===== config.mk =====
export PLATFORM = sky130hd
export DESIGN_NAME = avalon_bus_arbiter
export DESIGN_NICKNAME = d
export VERILOG_FILES = /design/src/rtl/avalon_bus_arbiter.sv
export SDC_FILE = /design/constraint.sdc
export NUM_CORES = 1
export LEC_CHECK = 0
export CAP_MARGIN = 20
export CORE_AREA = 2 2 111 113
export DETAILED_ROUTE_END_ITERATION = 12
export DIE_AREA = 0 0 113 115
export GPL_TIMING_DRIVEN = 0
export PLACE_DENSITY = 0.65
export SYNTH_ARGS = -nofsm -noshare
export SYNTH_HDL_FRONTEND = slang
export SYNTH_SLANG_ARGS = --single-unit
export TNS_END_PERCENT = 10

===== constraint.sdc =====
create_clock -name clk -period 1.9 [get_ports clk]
set_input_delay 0.19 -clock clk [delete_from_list [all_inputs] [get_ports clk]]
set_output_delay 0.19 -clock clk [all_outputs]
set_load 0.02 [all_outputs]

===== src/rtl/avalon_bus_arbiter.sv =====
// avalon_bus_arbiter: two Avalon-MM managers (instruction, read-only, and data,
// read/write) share one pipelined memory port. Only one transaction is in
// flight at a time, and read data valid is steered back to the manager that
// owns the outstanding read.
module avalon_bus_arbiter #(
    parameter int ROUND_ROBIN = 1
) (
    input  logic        clk,
    input  logic        rst,
    input  logic [31:0] instr_address,
    input  logic [3:0]  instr_byteenable,
    input  logic        instr_read,
    output logic        instr_waitrequest,
    output logic [31:0] instr_agent_to_host,
    output logic        instr_readdatavalid,
    input  logic [31:0] data_address,
    input  logic [3:0]  data_byteenable,
    input  logic        data_read,
    input  logic        data_write,
    input  logic [31:0] data_host_to_agent,
    output logic        data_waitrequest,
    output logic [31:0] data_agent_to_host,
    output logic        data_readdatavalid,
    output logic [31:0] mem_address,
    output logic [3:0]  mem_byteenable,
    output logic        mem_read,
    output logic        mem_write,
    output logic [31:0] mem_host_to_agent,
    input  logic        mem_waitrequest,
    input  logic [31:0] mem_agent_to_host,
    input  logic        mem_readdatavalid,
    output logic        bus_error
);

    localparam logic [1:0] ST_IDLE      = 2'd0;
    localparam logic [1:0] ST_ISSUE     = 2'd1;
    localparam logic [1:0] ST_WAIT_READ = 2'd2;

    localparam logic GNT_INSTR = 1'b0;
    localparam logic GNT_DATA  = 1'b1;

    logic [1:0] state_q, state_d;
    logic       grant_q, grant_d;
    logic       last_grant_q, last_grant_d;
    logic       bus_error_q, bus_error_d;

    logic       instr_req;
    logic       data_req;
    logic       arb_grant;
    logic       gnt_strobe;
    logic       gnt_is_write;
    logic       in_issue;
    logic       in_wait;

    // Request decode and arbitration; read+write together counts as a write.
    always_comb begin
        instr_req    = instr_read;
        data_req     = data_read | data_write;
        if (instr_req && data_req) begin
            arb_grant = (ROUND_ROBIN != 0) ? ~last_grant_q : GNT_DATA;
        end else begin
            arb_grant = data_req ? GNT_DATA : GNT_INSTR;
        end
        gnt_strobe   = grant_q ? data_req : instr_req;
        gnt_is_write = grant_q & data_write;
    end

    // Next-state logic for the one-outstanding-transaction FSM.
    always_comb begin
        state_d      = state_q;
        grant_d      = grant_q;
        last_grant_d = last_grant_q;
        // A valid beat is only expected while waiting for read data.
        bus_error_d  = bus_error_q |
                       (mem_readdatavalid && (state_q == ST_IDLE || state_q == ST_ISSUE));
        case (state_q)
            ST_IDLE: begin
                if (instr_req || data_req) begin
                    grant_d      = arb_grant;
                    last_grant_d = arb_grant;
                    state_d      = ST_ISSUE;
                end
            end
            ST_ISSUE: begin
                if (!gnt_strobe) begin
                    state_d = ST_IDLE;
                end else if (!mem_waitrequest) begin
                    state_d = gnt_is_write ? ST_IDLE : ST_WAIT_READ;
                end
            end
            ST_WAIT_READ: begin
                if (mem_readdatavalid) begin
                    state_d = ST_IDLE;
                end
            end
            default: state_d = ST_IDLE;
        endcase
    end

    // State registers; reset abandons any outstanding read immediately.
    always_ff @(posedge clk or negedge rst) begin
        if (!rst) begin
            state_q      <= ST_IDLE;
            grant_q      <= GNT_INSTR;
            last_grant_q <= GNT_INSTR;
            bus_error_q  <= 1'b0;
        end else begin
            state_q      <= state_d;
            grant_q      <= grant_d;
            last_grant_q <= last_grant_d;
            bus_error_q  <= bus_error_d;
        end
    end

    // Shared-port drive and upstream handshake, all decoded from the state.
    always_comb begin
        in_issue = (state_q == ST_ISSUE);
        in_wait  = (state_q == ST_WAIT_READ);

        mem_read          = in_issue & (grant_q ? (data_read & ~data_write) : instr_read);
        mem_write         = in_issue & grant_q & data_write;
        mem_address       = in_issue ? (grant_q ? data_address : instr_address) : 32'h0;
        mem_byteenable    = in_issue ? (grant_q ? data_byteenable : instr_byteenable) : 4'h0;
        mem_host_to_agent = (in_issue && grant_q) ? data_host_to_agent : 32'h0;

        instr_waitrequest = ~(in_issue & (grant_q == GNT_INSTR) & ~mem_waitrequest);
        data_waitrequest  = ~(in_issue & (grant_q == GNT_DATA) & ~mem_waitrequest);

        instr_readdatavalid = in_wait & mem_readdatavalid & (grant_q == GNT_INSTR);
        data_readdatavalid  = in_wait & mem_readdatavalid & (grant_q == GNT_DATA);

        instr_agent_to_host = mem_agent_to_host;
        data_agent_to_host  = mem_agent_to_host;

        bus_error = bus_error_q;
    end

endmodule


==> impl_metrics.py <==
metrics = {
    "timing": {
        "tightestPinTransition_ps": 232,
        "fin_skew_ps": 0.694,
        "fmax_mhz": 544,
        "drv_slew": 0,
        "hold_ws_ps": 168,
        "hold_viol": 0,
        "period_share": 0.967,
        "max-slew-margin-rel": 0.845,
        "setup_tns_ps": 0,
        "grt_setup_unrepaired": "no",
        "min_period_ps": 1840,
        "finalSetupViolations": 0,
    },
    "status": {
        "violations": "design-rule violations",
        "status": "complete, but fails checks",
    },
    "global_route": {
        "grtUsageMet2": 0.194,
        "busiest_layer": "met2",
        "grt_pass1_vias": 2113,
        "grt_pass1_wl_um": 11100,
        "grt_overflow": 0,
        "antenna_found_initial": 0,
        "use_met1": 0.131,
        "grt_max_degree": 11,
        "grtUsageMet3": 0.0211,
        "track_usage": 0.107,
    },
    "floorplan": {
        "start_util": 0.114,
        "io_pins": 282,
        "die_h_um": 115,
        "fp.dieArea_um2": 13000,
        "core_area_um2": 11800,
        "rows": 40,
        "die_w_um": 113,
    },
    "finish": {
        "nFillCells": 1247,
        "layout.nets": 575,
        "stdcell_area_um2": 3880,
        "drive_gt1_frac": 0.363,
        "multi_input_area_um2": 677,
        "diodes": 0,
        "syn2layout_area_growth_pct": 188,
        "regArea_um2": 100,
    },
    "route": {
        "route.detailed.drc": 19,
        "wl_per_cell_um": 13.7,
        "ant_nets": 0,
        "vias": 2142,
        "viasPerCell": 3.71,
        "dr.pass1.iters": 9,
        "wirelength_um": 7900,
        "drt_iter0_markers": 73,
    },
    "worst_setup_path": {
        "critical_path.max_fanout": 10,
        "r2r_cells": 4,
        "startpoint_type": "flop",
        "r2r-end": "state_q[1]$_DFFE_PN0P_",
        "end_kind": "output port",
        "slowest_delay_ps": 410,
        "crit_slowest_cell": "dfrtp_1",
        "rrSetupSlack_ps": 910,
        "rr_startpoint": "last_grant_q$_DFFE_PN0P_",
        "required_ps": 1710,
        "cp.arrival_ps": 1650,
        "crit_chain": "nand2b_4, nor2_4, buf_12, buf_6, a22o_1, clkdlybuf4s15_2",
        "worstSetupPathType": "reg2out",
    },
    "logic_synthesis": {
        "ys_ff_latch": 4,
        "yosysTopAreaCell": "buf_4",
        "synthFlopType": "dfrtp_1",
        "syn_area_um2": 1350,
        "synth_top_area_frac": 0.379,
        "synth-edff-count": 0,
        "synthArstFlopShare": 1.00,
        "ys_seq_area_frac": 0.0743,
        "synth_nets": 317,
        "synth_common_cells": "buf_4, a22o_1, and2_1",
        "yosys_warnings": 0,
        "synth.avg_cell_area_um2": 7.74,
        "syn_inst": 174,
        "synthTopCellsByArea": "buf_4, a22o_1, and2_1",
        "synth_most_common_cell": "buf_4",
        "synth_cell_type_count": 22,
    },
    "power_and_ir_drop": {
        "power.total_mw": 4.13,
        "max-vdd-ir-drop_mv": 0.469,
        "leakage_nw": 1.82,
        "powerDensity_nw_per_um2": 1060,
    },
    "run": {
        "drv_cap": 0,
    },
    "placed_design": {
        "placed_cell_area_um2": 4020,
        "place_congestion": 0.828,
        "place_hpwl_um": 6840,
        "portBuffers": 249,
    },
    "clock_tree": {
        "path_clk_slew_ps": 30,
        "numCtsBuffers": 3,
        "cts_tree": "built",
        "ctsHtreeMaxLevel": 1,
        "clk_path_buf_depth": 2,
        "clkSinkCount": 4,
        "clockRootBuffer": "clkbuf_16",
        "clk_latency_ps": 230,
    },
    "worst_hold_path": {
        "holdCritPathClass": "in2async",
    },
}
through the flow:
step | util | cells | setup WS [ps]
floorplan | - | 174 | 546
global placement | 0.341 | 570 | -275
detailed placement | 0.341 | 570 | -302
CTS | 0.338 | 577 | -42.8
global route | 0.329 | 577 | 1.13
finish | 0.329 | 577 | 62.4
final cells by class:
cell class,count,area share
timing repair buffer,253,0.579
tap,147,0.0474
multi-input combinational,92,0.174
buffer,75,0.151
sequential,4,0.0258
clock buffer,3,0.0193
inverter,3,0.00290
worst max-delay path by stage:
stage,from,endpoint
after global routing,state_q[1]$_DFFE_PN0P_,mem_write
after detailed placement,state_q[1]$_DFFE_PN0P_,mem_address[10]
after CTS,state_q[1]$_DFFE_PN0P_,mem_host_to_agent[24]
after global placement,state_q[1]$_DFFE_PN0P_,mem_address[8]
final,state_q[1]$_DFFE_PN0P_,mem_address[12]
after floorplan,state_q[1]$_DFFE_PN0P_,mem_host_to_agent[21]
state kept, by name, summed over array words and instances, names as in the netlist:
| register | count |
|---|---|
| state_q | 2 |
| bus_error | 1 |
| last_grant_q | 1 |
report_power, final:
part	total [mW]	internal, mW	switching (mW)
logic	3.65	1.66	1.99
registers	0.139	0.112	0.0269
clock network	0.334	0.269	0.0642
placed cells by master, fill, tap and decap left out:
master	instances
nor2_1	2
o21bai_1	1
a21oi_1	2
inv_1	2
buf_12	1
dlymetal6s2s_1	1
and3_1	2
a31oi_1	1
dlygate4sd2_1	2
a22o_1	37
clkdlybuf4s50_1	177
or2_2	1
clkbuf_16	3
and2_1	34
clkdlybuf4s15_2	7
o21ai_0	2
or3_1	2
o2bb2ai_1	1
nand2_1	1
dfrtp_1	4
nand2b_4	1
buf_2	55
buf_4	73
nor2_4	2
buf_6	7
clkbuf_2	2
inv_2	1
nor2b_1	3
clkbuf_4	3
kinds of logic (layout without fill, tap and decap cells):
family,count (synthesis),in the layout,share of synthesized area
flip-flops,4,4,0.0744
buffers and inverters,78,334,0.423
AO/OA/AOI/OAI,44,44,0.272
AND/OR/NAND/NOR,48,48,0.230
critical path, delay by kind of cell (launching register included):
kind | cells | cell delay [ps]
AND/OR/NAND/NOR | 2 | 330
buffers and inverters | 3 | 520
AO/OA/AOI/OAI | 1 | 150
flip-flops | 1 | 410
metal layers:
layer / wire (um) / part of all wire
met5: 0 / 0
met4: 48 / 0.0061
met3: 805 / 0.10
met2: 3980 / 0.50
met1: 3070 / 0.39
repair_timing:
| action | 4_1_cts | 5_1_grt |
|---|---|---|
| setup endpoints to repair | 71 | 53 |
| resized for setup | 252 | 34 |
| buffers inserted | 4 | 0 |
| hold buffers | 0 | 0 |
| pin swaps | 2 | 2 |
(Power assumes the default switching activity.)
